--- src/rtl/fetch_unit_pkg.sv ---
`default_nettype none
// ============================================================================
// Module      : fetch_unit_pkg
// Description : Shared width constant and FSM state encoding for the
//               instruction fetch unit.
// Revision    : 1.0 - initial release
// ============================================================================
package fetch_unit_pkg;

  // Instruction, data and address width.
  localparam int N = 9;

  typedef enum logic [1:0] {
    ST_IDLE  = 2'd0,
    ST_FETCH = 2'd1,
    ST_WAIT  = 2'd2,
    ST_HOLD  = 2'd3
  } state_t;

endpackage : fetch_unit_pkg
`default_nettype wire

--- src/rtl/fetch_unit_if.sv ---
`default_nettype none
// ============================================================================
// Module      : fetch_unit_if
// Description : Bundle of the fetch unit's program-counter, instruction-memory,
//               decode and redirect signals.
//   master : fetch unit side (drives pc_e/pc_l/pc_d, mem_rd/mem_addr, ir/ir_valid)
//   slave  : environment side (drives run, pc_q, mem_data, ir_ready,
//            br_valid, br_target)
// Revision    : 1.0 - initial release
// ============================================================================
interface fetch_unit_if #(
  parameter int N = fetch_unit_pkg::N
);

  logic         run;        // fetch enable
  logic [N-1:0] pc_q;       // current program counter
  logic         pc_e;       // program counter increment enable
  logic         pc_l;       // program counter load enable
  logic [N-1:0] pc_d;       // program counter load value
  logic         mem_rd;     // instruction memory read strobe
  logic [N-1:0] mem_addr;   // instruction memory address
  logic [N-1:0] mem_data;   // read data, one cycle after mem_rd
  logic [N-1:0] ir;         // instruction register
  logic         ir_valid;   // ir holds an instruction for decode
  logic         ir_ready;   // decode accepts ir this cycle
  logic         br_valid;   // redirect request
  logic [N-1:0] br_target;  // redirect address

  modport master (
    input  run, pc_q, mem_data, ir_ready, br_valid, br_target,
    output pc_e, pc_l, pc_d, mem_rd, mem_addr, ir, ir_valid
  );

  modport slave (
    output run, pc_q, mem_data, ir_ready, br_valid, br_target,
    input  pc_e, pc_l, pc_d, mem_rd, mem_addr, ir, ir_valid
  );

endinterface : fetch_unit_if
`default_nettype wire

--- src/rtl/fetch_unit.sv ---
`default_nettype none
// ============================================================================
// Module      : fetch_unit
// Description : Four-state instruction fetch sequencer. Issues a read at the
//               program counter, captures the returned word into ir and holds
//               it until decode accepts it. A redirect in any state loads the
//               program counter and squashes any held or in-flight instruction.
// Ports       : clock - sole clock, rising edge
//               reset - asynchronous active-high reset
//               bus   - fetch_unit_if.master (PC, memory, decode, redirect)
// Revision    : 1.0 - initial release
// ============================================================================
module fetch_unit
  import fetch_unit_pkg::*;
#(
  parameter int N = fetch_unit_pkg::N
) (
  input  logic           clock,
  input  logic           reset,
  fetch_unit_if.master   bus
);

  state_t       r_state;
  state_t       w_state_next;
  logic [N-1:0] r_ir;
  logic [N-1:0] w_ir_next;
  logic         r_ir_valid;
  logic         w_ir_valid_next;

  logic         w_pc_e;
  logic         w_pc_l;
  logic         w_mem_rd;

  always_ff @(posedge clock or posedge reset) begin
    if (reset) begin
      r_state    <= ST_IDLE;
      r_ir       <= '0;
      r_ir_valid <= 1'b0;
    end else begin
      r_state    <= w_state_next;
      r_ir       <= w_ir_next;
      r_ir_valid <= w_ir_valid_next;
    end
  end

  always_comb begin
    w_state_next    = r_state;
    w_ir_next       = r_ir;
    w_ir_valid_next = r_ir_valid;
    w_pc_e          = 1'b0;
    w_pc_l          = 1'b0;
    w_mem_rd        = 1'b0;

    // Strobes are combinational from inputs, so they are explicitly held low
    // while reset is asserted (br_valid would otherwise leak onto pc_l).
    if (!reset) begin
      if (bus.br_valid) begin
        // Redirect wins over everything: the held or in-flight instruction is
        // dropped and ir itself is left untouched.
        w_pc_l          = 1'b1;
        w_ir_valid_next = 1'b0;
        w_state_next    = bus.run ? ST_FETCH : ST_IDLE;
      end else begin
        unique case (r_state)
          ST_IDLE: begin
            if (bus.run) w_state_next = ST_FETCH;
          end
          ST_FETCH: begin
            // The PC advances on the same edge that issues the read, so the
            // next fetch naturally uses the following address.
            w_mem_rd     = 1'b1;
            w_pc_e       = 1'b1;
            w_state_next = ST_WAIT;
          end
          ST_WAIT: begin
            w_ir_next       = bus.mem_data;
            w_ir_valid_next = 1'b1;
            w_state_next    = ST_HOLD;
          end
          ST_HOLD: begin
            if (bus.ir_ready) begin
              w_ir_valid_next = 1'b0;
              w_state_next    = bus.run ? ST_FETCH : ST_IDLE;
            end
          end
          default: w_state_next = ST_IDLE;
        endcase
      end
    end
  end

  assign bus.pc_e     = w_pc_e;
  assign bus.pc_l     = w_pc_l;
  assign bus.pc_d     = bus.br_target;
  assign bus.mem_rd   = w_mem_rd;
  assign bus.mem_addr = bus.pc_q;
  assign bus.ir       = r_ir;
  assign bus.ir_valid = r_ir_valid;

endmodule : fetch_unit
`default_nettype wire

--- src/flat_wrapper.sv ---
// flat-port wrapper written by rule: the top's interface ports become plain ports
module fetch_unit_flat import fetch_unit_pkg::*;
#(
  parameter int N = fetch_unit_pkg::N
)
  (clock, reset, bus_run, bus_pc_q, bus_mem_data, bus_ir_ready, bus_br_valid, bus_br_target, bus_pc_e, bus_pc_l, bus_pc_d, bus_mem_rd, bus_mem_addr, bus_ir, bus_ir_valid);
  fetch_unit_if #(.N(N)) bus_i ();
  input  logic clock;
  input  logic reset;
  input wire logic [$bits(bus_i.run)-1:0] bus_run;
  input wire logic [$bits(bus_i.pc_q)-1:0] bus_pc_q;
  input wire logic [$bits(bus_i.mem_data)-1:0] bus_mem_data;
  input wire logic [$bits(bus_i.ir_ready)-1:0] bus_ir_ready;
  input wire logic [$bits(bus_i.br_valid)-1:0] bus_br_valid;
  input wire logic [$bits(bus_i.br_target)-1:0] bus_br_target;
  output wire logic [$bits(bus_i.pc_e)-1:0] bus_pc_e;
  output wire logic [$bits(bus_i.pc_l)-1:0] bus_pc_l;
  output wire logic [$bits(bus_i.pc_d)-1:0] bus_pc_d;
  output wire logic [$bits(bus_i.mem_rd)-1:0] bus_mem_rd;
  output wire logic [$bits(bus_i.mem_addr)-1:0] bus_mem_addr;
  output wire logic [$bits(bus_i.ir)-1:0] bus_ir;
  output wire logic [$bits(bus_i.ir_valid)-1:0] bus_ir_valid;
  assign bus_i.run = bus_run;
  assign bus_i.pc_q = bus_pc_q;
  assign bus_i.mem_data = bus_mem_data;
  assign bus_i.ir_ready = bus_ir_ready;
  assign bus_i.br_valid = bus_br_valid;
  assign bus_i.br_target = bus_br_target;
  assign bus_pc_e = bus_i.pc_e;
  assign bus_pc_l = bus_i.pc_l;
  assign bus_pc_d = bus_i.pc_d;
  assign bus_mem_rd = bus_i.mem_rd;
  assign bus_mem_addr = bus_i.mem_addr;
  assign bus_ir = bus_i.ir;
  assign bus_ir_valid = bus_i.ir_valid;
  fetch_unit #(.N(N)) u_core (.clock(clock), .reset(reset), .bus(bus_i));
endmodule
--- config.mk ---
export PLATFORM = sky130hd
export DESIGN_NAME = fetch_unit_flat
export DESIGN_NICKNAME = d
export VERILOG_FILES = /design/src/rtl/fetch_unit_pkg.sv /design/src/rtl/fetch_unit_if.sv /design/src/rtl/fetch_unit.sv /design/src/flat_wrapper.sv
export SDC_FILE = /design/constraint.sdc
export NUM_CORES = 1
export LEC_CHECK = 0
export BUFFER_PORTS_ARGS = -buffer_cell sky130_fd_sc_hd__buf_4
export CAP_MARGIN = 20
export CORE_MARGIN = 5
export CORE_UTILIZATION = 41
export DETAILED_ROUTE_END_ITERATION = 12
export GPL_ROUTABILITY_DRIVEN = 0
export GPL_TIMING_DRIVEN = 1
export HOLD_SLACK_MARGIN = 0.1
export PLACE_DENSITY_LB_ADDON = 0.3
export SLEW_MARGIN = 20
export SYNTH_ARGS = -nofsm -noshare
export SYNTH_HDL_FRONTEND = slang
export SYNTH_SLANG_ARGS = --single-unit
--- constraint.sdc ---
create_clock -name clock -period 2.72 [get_ports clock]
set_clock_uncertainty 0.2 [all_clocks]
set_input_delay 0.272 -clock clock [delete_from_list [all_inputs] [get_ports clock]]
set_output_delay 0.272 -clock clock [all_outputs]
set_load 0.005 [all_outputs]
# [After elaboration in Yosys (flattened, before gate mapping)]
# Index checks and enable logic that the tools add are counted.
[word_totals] elab_cells=28 out_inout_bits=31 in_bits=32 register_bits=12
[op_classes] eq_ne=5 mux=13 reduce_logical=5 bitwise=2
[ops] op="3-bit AND reduction" n=3
[ops] op="1-bit 2-to-1 mux" n=8
[ops] op="2-bit one-hot mux with 4 select lines" n=1
[ops] op="2-bit 2-to-1 mux" n=3
[ops] op="3-bit != test (second input constant)" n=2
[ops] op="2-bit equality test (second input constant)" n=2
[ops] op="3-bit nonzero test" n=1
[ops] op="2-bit by 1-bit equality test with 1-bit output (second input constant)" n=1
[ops] op="2-bit zero test" n=1
[ops] op="1-bit NOT" n=2
[ops] op="1-bit one-hot mux with 2 select lines" n=1

# [Depth between registers and ports, before layout]
# Gate-level depths: netlist of the first run.
[depth] depth_word=4 mapped_depth=5

# [Least setup slack after synthesis of the first run]
# Ideal clock, no wire load.
[synth_path] path_kind="register -> register" start="register u_core.r_state[0]" end="register u_core.r_ir[0], in the netlist u_core.bus.ir[0]" path_stages_with_launch=6 slack_ns=1.091 arrival_ns=1.304 setup_time_ns=0.125 period_less_slack_ns=1.629 required_time_ns=2.395 path_cell_list="dfrtp_1 inv_1 ha_1 nor3b_2 buf_6 mux2_4"
[synth_between] elab_chain_len=2
[synth_rtl] item="start, declared" line_no="fetch_unit.sv:23" source="state_t r_state;"
[synth_rtl] item="start signal, assigned" line_no="fetch_unit.sv:40" source="r_state <= w_state_next;"
[synth_rtl] item="2-bit equality test" line_no="fetch_unit.sv:64" source="unique case (r_state)"
[synth_rtl] item="3-bit AND reduction (no line)"
[synth_rtl] item="end signal, assigned" line_no="fetch_unit.sv:41" source="r_ir <= w_ir_next;"
[synth_rtl] item="end, declared" line_no="fetch_unit.sv:25" source="logic [N-1:0] r_ir;"
# Every way passes these cells.
# A chain may end at the register's enable or synchronous reset.

# [Final worst setup path of the first run]
[layout_path] start="input port reset" end="register u_core.r_state[0]"
[layout_between] elab_chain_len=2
[layout_rtl] item="start, declared" line_no="flat_wrapper.sv:9" source="input logic reset;"
[layout_rtl] item="1-bit NOT (no line)"
[layout_rtl] item="3-bit AND reduction (no line)"
# Every way passes these cells.

==> results of run 1 <==
[layout by cell type, fill, tap and decap left out]
cell,n
a21oi_1,3
a22oi_1,1
a2bb2oi_1,1
buf_4,27
clkbuf_4,3
clkbuf_8,1
dfrtp_1,12
dlygate4sd3_1,11
ha_1,5
inv_1,5
mux2_4,10
mux2i_1,1
nand2_1,1
nand2b_1,1
nor2b_1,1
nor3b_1,1
nor3b_2,1
o21a_1,1
o21ai_0,1
o22ai_1,1
[stage by stage]
step	power [mW]	cell area, um^2	setup WS (ns)	hold WS, ns	std cells
after floorplan	0.555	782	1.09	-0.0469	66
after global placement	0.702	862	0.948	0.147	98
after detailed placement	0.703	862	0.968	0.153	98
after CTS	0.858	1010	0.789	0.139	113
after global routing	0.913	1010	0.713	0.144	113
final	0.847	1010	0.797	0.146	113
[power breakdown]
part,switching [mW],internal (mW),leakage [nW]
logic,0.131,0.260,0.340
registers,0.0572,0.264,0.147
clock network,0.0540,0.0812,0.0210
[registers in the layout, summed over array words and instances, names as in the netlist]
register / flops
u_core.r_state: 2
u_core.bus.ir_valid: 1
u_core.bus.ir: 9
[worst paths after layout]
path / startpoint / end
max: reset / u_core.r_state[0]
min: bus_ir_ready / u_core.bus.ir_valid
max reg2reg: u_core.r_state[0] / u_core.bus.ir[3]
min reg2reg: u_core.bus.ir[4] / u_core.bus.ir[4]
max in group asynchronous: reset / u_core.bus.ir[3]
min in group asynchronous: reset / u_core.bus.ir[4]
[layer usage]
metal / track usage (%) / routed length, um / vias up
met1: 10.1 / 607 / 231
li1: - / - / 242
met4: 8.09 / 4 / 0
met3: 6.09 / 235 / 4
met2: 19.4 / 680 / 36
met5: 0 / 0 / -
[cell type report]
cell class | instances | area (um^2) | share of cell area [%]
Sequential cell | 12 | 300 | 29.8
Multi-Input combinational cell | 29 | 309 | 30.6
Clock buffer | 4 | 36.3 | 3.60
Inverter | 5 | 18.8 | 1.86
Timing Repair Buffer | 38 | 313 | 31.0
Tap cell | 25 | 31.3 | 3.10
[tightest hold or removal path: cells and delay by family]
family | cells | cell delay, ns
AO/OA/AOI/OAI | 2 | 0.18
buffers and inverters | 2 | 0.11
[timing repair]
action	in CTS	in global routing
hold endpoints to repair	22	0
setup endpoints to repair	0	0
hold buffers	11	0
[logic make-up (layout without fill, tap and decap cells)]
kind of cell	count (synthesis)	count (layout)	synth area share (%)
AOI/OAI and AO/OA	8	8	6.40
adders and majority gates	5	5	8.00
muxes	11	11	20.5
buffers and inverters	25	47	22.1
and+or+nand+nor	5	5	4.64
DFF	12	12	38.4
==> run metrics, run 1 <==
run status finished clean; via density per instance 4.54; grt ovf 0; total die area 2880 um^2; filler instances approximately 160; Async SR Flop Fraction 100%; buffer levels on the longest clock path 2; number of flops mapped to enable cells by yosys 0; top cell type's share of synthesized area 38.4%; minimum clock period 1.92 ns; library cell occupying the most area in the post-synthesis netlist dfrtp_1; R2R setup slack 0.95 ns; Util after Layout 57.2%; vias in the first global route 523; Final Hold Vio Count 0; Arrival @ worst endpoint around 1.9 ns; H-Tree Level Count 1; area of the placeable core between 1500 and 2000 um^2; # clock sinks 12; dominant register cell in the synthesized netlist dfrtp_1; Initial Utilization between 40% and 50%; top post-synthesis cells by count buf_4, dfrtp_1, mux2_4, ha_1, inv_1; number of inserted diodes 0; first-pass iteration count of the detailed router 2; mean cell area of the mapped netlist 11.8 um^2; sequential area share after synthesis about two fifths; count of unresolved DRC violations after routing 0; WL per Instance approximately 14 um; # rows 15; latest clock arrival within the worst-skew pair 0.26 ns; Final ANT Viol Nets 0; number of warnings reported in the yosys synthesis log 0; CTS tree yes; #FFs+latches synth 12; worst hold-check path type primary input to flop; first-pass GRT wire length between 2000 and 2500 um; Critical Path Source Type primary input; detailed-route wire length 1530 um; Final Setup Violations 0; fin nets 126; area growth from synthesis to final layout 29.0%; height of the die approximately 54 um; initial antenna violation count 0; aggregate negative setup slack 0 ns; final cycle utilization of the critical path a little over two thirds; clock buffers created by TritonCTS 3; root buf cell clkbuf_4; worst r2r path cells 5; global-route total usage across every layer 11.4%; CP Depth 5; Critical Setup Path Class primary input to flop; total count of max-transition violations in the final report 0; maximum number of pins on one net before global-route repair 15; number of distinct library cells after synthesis 18; required time of the worst setup path 2.67 ns; clock edge transition at the registers on the reported setup and hold paths 0.07 ns; post-CTS setup repair buffer count 0; endpoint type of the worst setup path flop; summed instance area of the synthesized netlist 782 um^2; Power Dens Cells between 800 and 900 nW/um^2; worst slew margin relative to its limit between 60 and 70%; Max FO, Critical Path 14; delay of the slowest cell on the worst path 0.53 ns; leakage power total 0.508 nW; most frequent cell after synthesis buf_4; post-cts resize count 0; ordered cell list for the critical path dlygate4sd3_1 -> buf_4 -> inv_1 -> o21a_1 -> mux2_4; top-level port count 63; Synth area leaders dfrtp_1, mux2_4, buf_4; total half-perimeter wirelength after legalization and detailed placement 1070 um; vias ~510; Syn Inst Count 66; number of port buffers 26; share of post-route cells with drive strength above 1 a little under half; max-cap viol count 0; Worst path slowest cell dlygate4sd3_1; Hold Path Stages 4; worst slew pin tran 0.490 ns; Synth Net Count slightly above 100; Worst Path Buf+Inv 3; count of routing violations after the opening detailed-route iteration 3; category of cells accounting for the largest share of critical-path delay buffers and inverters; chip width roughly 54 um; RSZ-0062 raised after global routing no; Max rail drop VDD 0.000339 V; Fmax achieved 520 MHz
No activity file was read; power rests on OpenSTA's default activity.
==> run 2: changes to the inputs <==
- CORE_UTILIZATION: 41 -> 34
- clock period: 2.72 -> 1.55 ns (I/O delays scaled with it)
==> run 2 against run 1 <==
Net effect:
- the run now ends with setup timing left
- sequential power rose by 78%
- combinational power rose by 130%
- die area rose by 17%
- cell area rose by 17%
- highest routed layer unchanged
- critical path type is now flop to output pin
- total power rose by 100%
==> run metrics, run 2 (synthesis gave the netlist of run 1 again) <==
WL per Instance 13.1 um (-3.3%); # rows 17 (+2); ordered cell list for the critical path inv_2 -> buf_6 -> ha_4 -> nor3b_4 -> buf_4; R2R setup slack -0.12 ns (-1.07 ns); Post-Route M1 WL 709 um (+17%); via density per instance 4.42 (-2.7%); count of routing violations after the opening detailed-route iteration 1 (-2); height of the die 58.0 um (+8.0%); worst slew margin relative to its limit 87.1% (+20 points); launching point of the worst reg2reg path u_core.r_state[0]; fin nets 139 (+10%); vias 570 (+11%); Max rail drop VDD 0.000681 V (+100%); run status finished, violations left; detailed-route wire length 1690 um (+10%); buffer levels on the longest clock path 2 (unchanged); number of port buffers 26 (unchanged); Max FO, Critical Path 4 (-10); Fmax achieved 590 MHz; Initial Utilization 35.4% (-9.0 points); Fin Hold WS 0.110 ns (-0.0364 ns); reg-to-reg endpoint u_core.bus.ir[0]; count of unresolved DRC violations after routing 0 (unchanged); Critical Setup Path Class flop to output pin; Cell Count Post-Placement 108 (+10%); vias in the first global route 582 (+11%); required time of the worst setup path 1.19 ns (-1.48 ns); worst hold-check path type primary input to output pin; capturing instance or port of the critical path bus_mem_rd; Final ANT Viol Nets 0 (unchanged); area post-placement 918 um^2 (+6.5%); most frequent cells in the layout buf_4, dlygate4sd3_1, dfrtp_1; H-Tree Level Count 1 (unchanged); worst r2r path cells 5 (unchanged); final worst-path setup slack -0.144 ns (-0.942 ns); total count of max-transition violations in the final report 0 (unchanged); area growth from synthesis to final layout 51.5%; overall power consumption 1.72 mW (+100%); cell area after layout 1180 um^2 (+17%); Worst path slowest cell dfrtp_2; maximum number of pins on one net before global-route repair 10 (-5); initial antenna violation count 0 (unchanged); metal3 WL 190 um (-19%); worst slew pin tran 0.193 ns (-0.297 ns); delay of the slowest cell on the worst path 0.45 ns (-0.08 ns); share of post-route cells with drive strength above 1 61.4% (+14 points); CTS tree yes; chip width 58.0 um (+8.0%); leakage power total 0.579 nW (+14%); total half-perimeter wirelength after legalization and detailed placement 1220 um (+13%); Critical Path Source Type flop; Setup WS pre-CTS -0.122 ns (-1.09 ns); Util after Layout 53.6% (-3.6 points); Arrival @ worst endpoint 1.34 ns (-0.54 ns); DR top layer met4; minimum clock period 1.69 ns; latest clock arrival within the worst-skew pair 0.27 ns (about the same); RSZ-0062 raised after global routing yes; top-level port count 63 (unchanged); CP Depth 5 (unchanged); endpoint type of the worst setup path output pin; global-route total usage across every layer 10.2% (-1.2 points); first-pass GRT wire length 2620 um (+15%); Final Setup Violations 13 (+13); root buf cell clkbuf_4; total die area 3360 um^2 (+17%); max-cap viol count 0 (unchanged); worst setup path startpoint u_core.r_state[1]; first-pass iteration count of the detailed router 4 (+2); area of the placeable core 2210 um^2 (+25%); max FFs per register 9 (unchanged); Final Hold Vio Count 0 (unchanged); # clock sinks 12 (unchanged); failing checks setup timing; number of inserted diodes 0 (unchanged); filler-free cell count of the finished design 129 (+14%); most common library cell in the layout ignoring fill and taps buf_4; clock buffers created by TritonCTS 3 (unchanged); aggregate negative setup slack -1.40 ns (-1.40 ns); category of cells accounting for the largest share of critical-path delay flip-flops; final cycle utilization of the critical path 109%; clock edge transition at the registers on the reported setup and hold paths 0.08 ns (about the same); Power Dens Cells 1450 nW/um^2 (+73%); grt ovf 0 (unchanged); routed length on met2 771 um (+13%); Worst Path Buf+Inv 3 (unchanged)
[run 2: repair_timing]
| action | CTS | global route |
|---|---|---|
| setup endpoints to repair | 13 | 13 |
| gates cloned | 0 | 1 |
| pin swaps | 2 | 0 |
| hold endpoints to repair | 24 | 0 |
| resized for setup | 10 | 8 |
| hold buffers | 13 | 0 |
| setup buffers | 3 | 0 |
[run 2: layout make-up]
class                   count  area [um^2]
fillers                   199         1030
repair buffers             51          430
multi-input cells          29          363
flip-flops and latches     12          302
clock buffers               4         36.3
well taps                  28         35.0
inverters                   5         18.8
[run 2: worst min path at each step]
stage	start	to	cells past startpoint
final	bus_pc_q[1]	bus_mem_addr[1]	0
after global routing	bus_pc_q[4]	bus_mem_addr[4]	0
after CTS	bus_pc_q[2]	bus_mem_addr[2]	0
after detailed placement	reset	u_core.r_state[1]	3
after global placement	reset	u_core.bus.ir_valid	3
after floorplan	reset	u_core.bus.ir[0]	1
[run 2: power breakdown]
part	switching, mW	internal, mW
registers	0.107	0.465
logic	0.294	0.610
clock network	0.101	0.143
[run 2: layer usage]
metal	up-vias	track usage, %
met3	4	3.12
li1	274	-
met1	264	11.9
met4	0	5.30
met5	-	0
met2	28	16.8
[run 2: worst reg2reg max path, delay by kind of cell (launching register included)]
kind / cells / cell delay, ns
adder cells (fa/ha/maj): 1 / 0.18
AND/OR/NAND/NOR: 1 / 0.22
flip-flops: 1 / 0.41
multiplexers: 1 / 0.30
buffers and inverters: 2 / 0.26
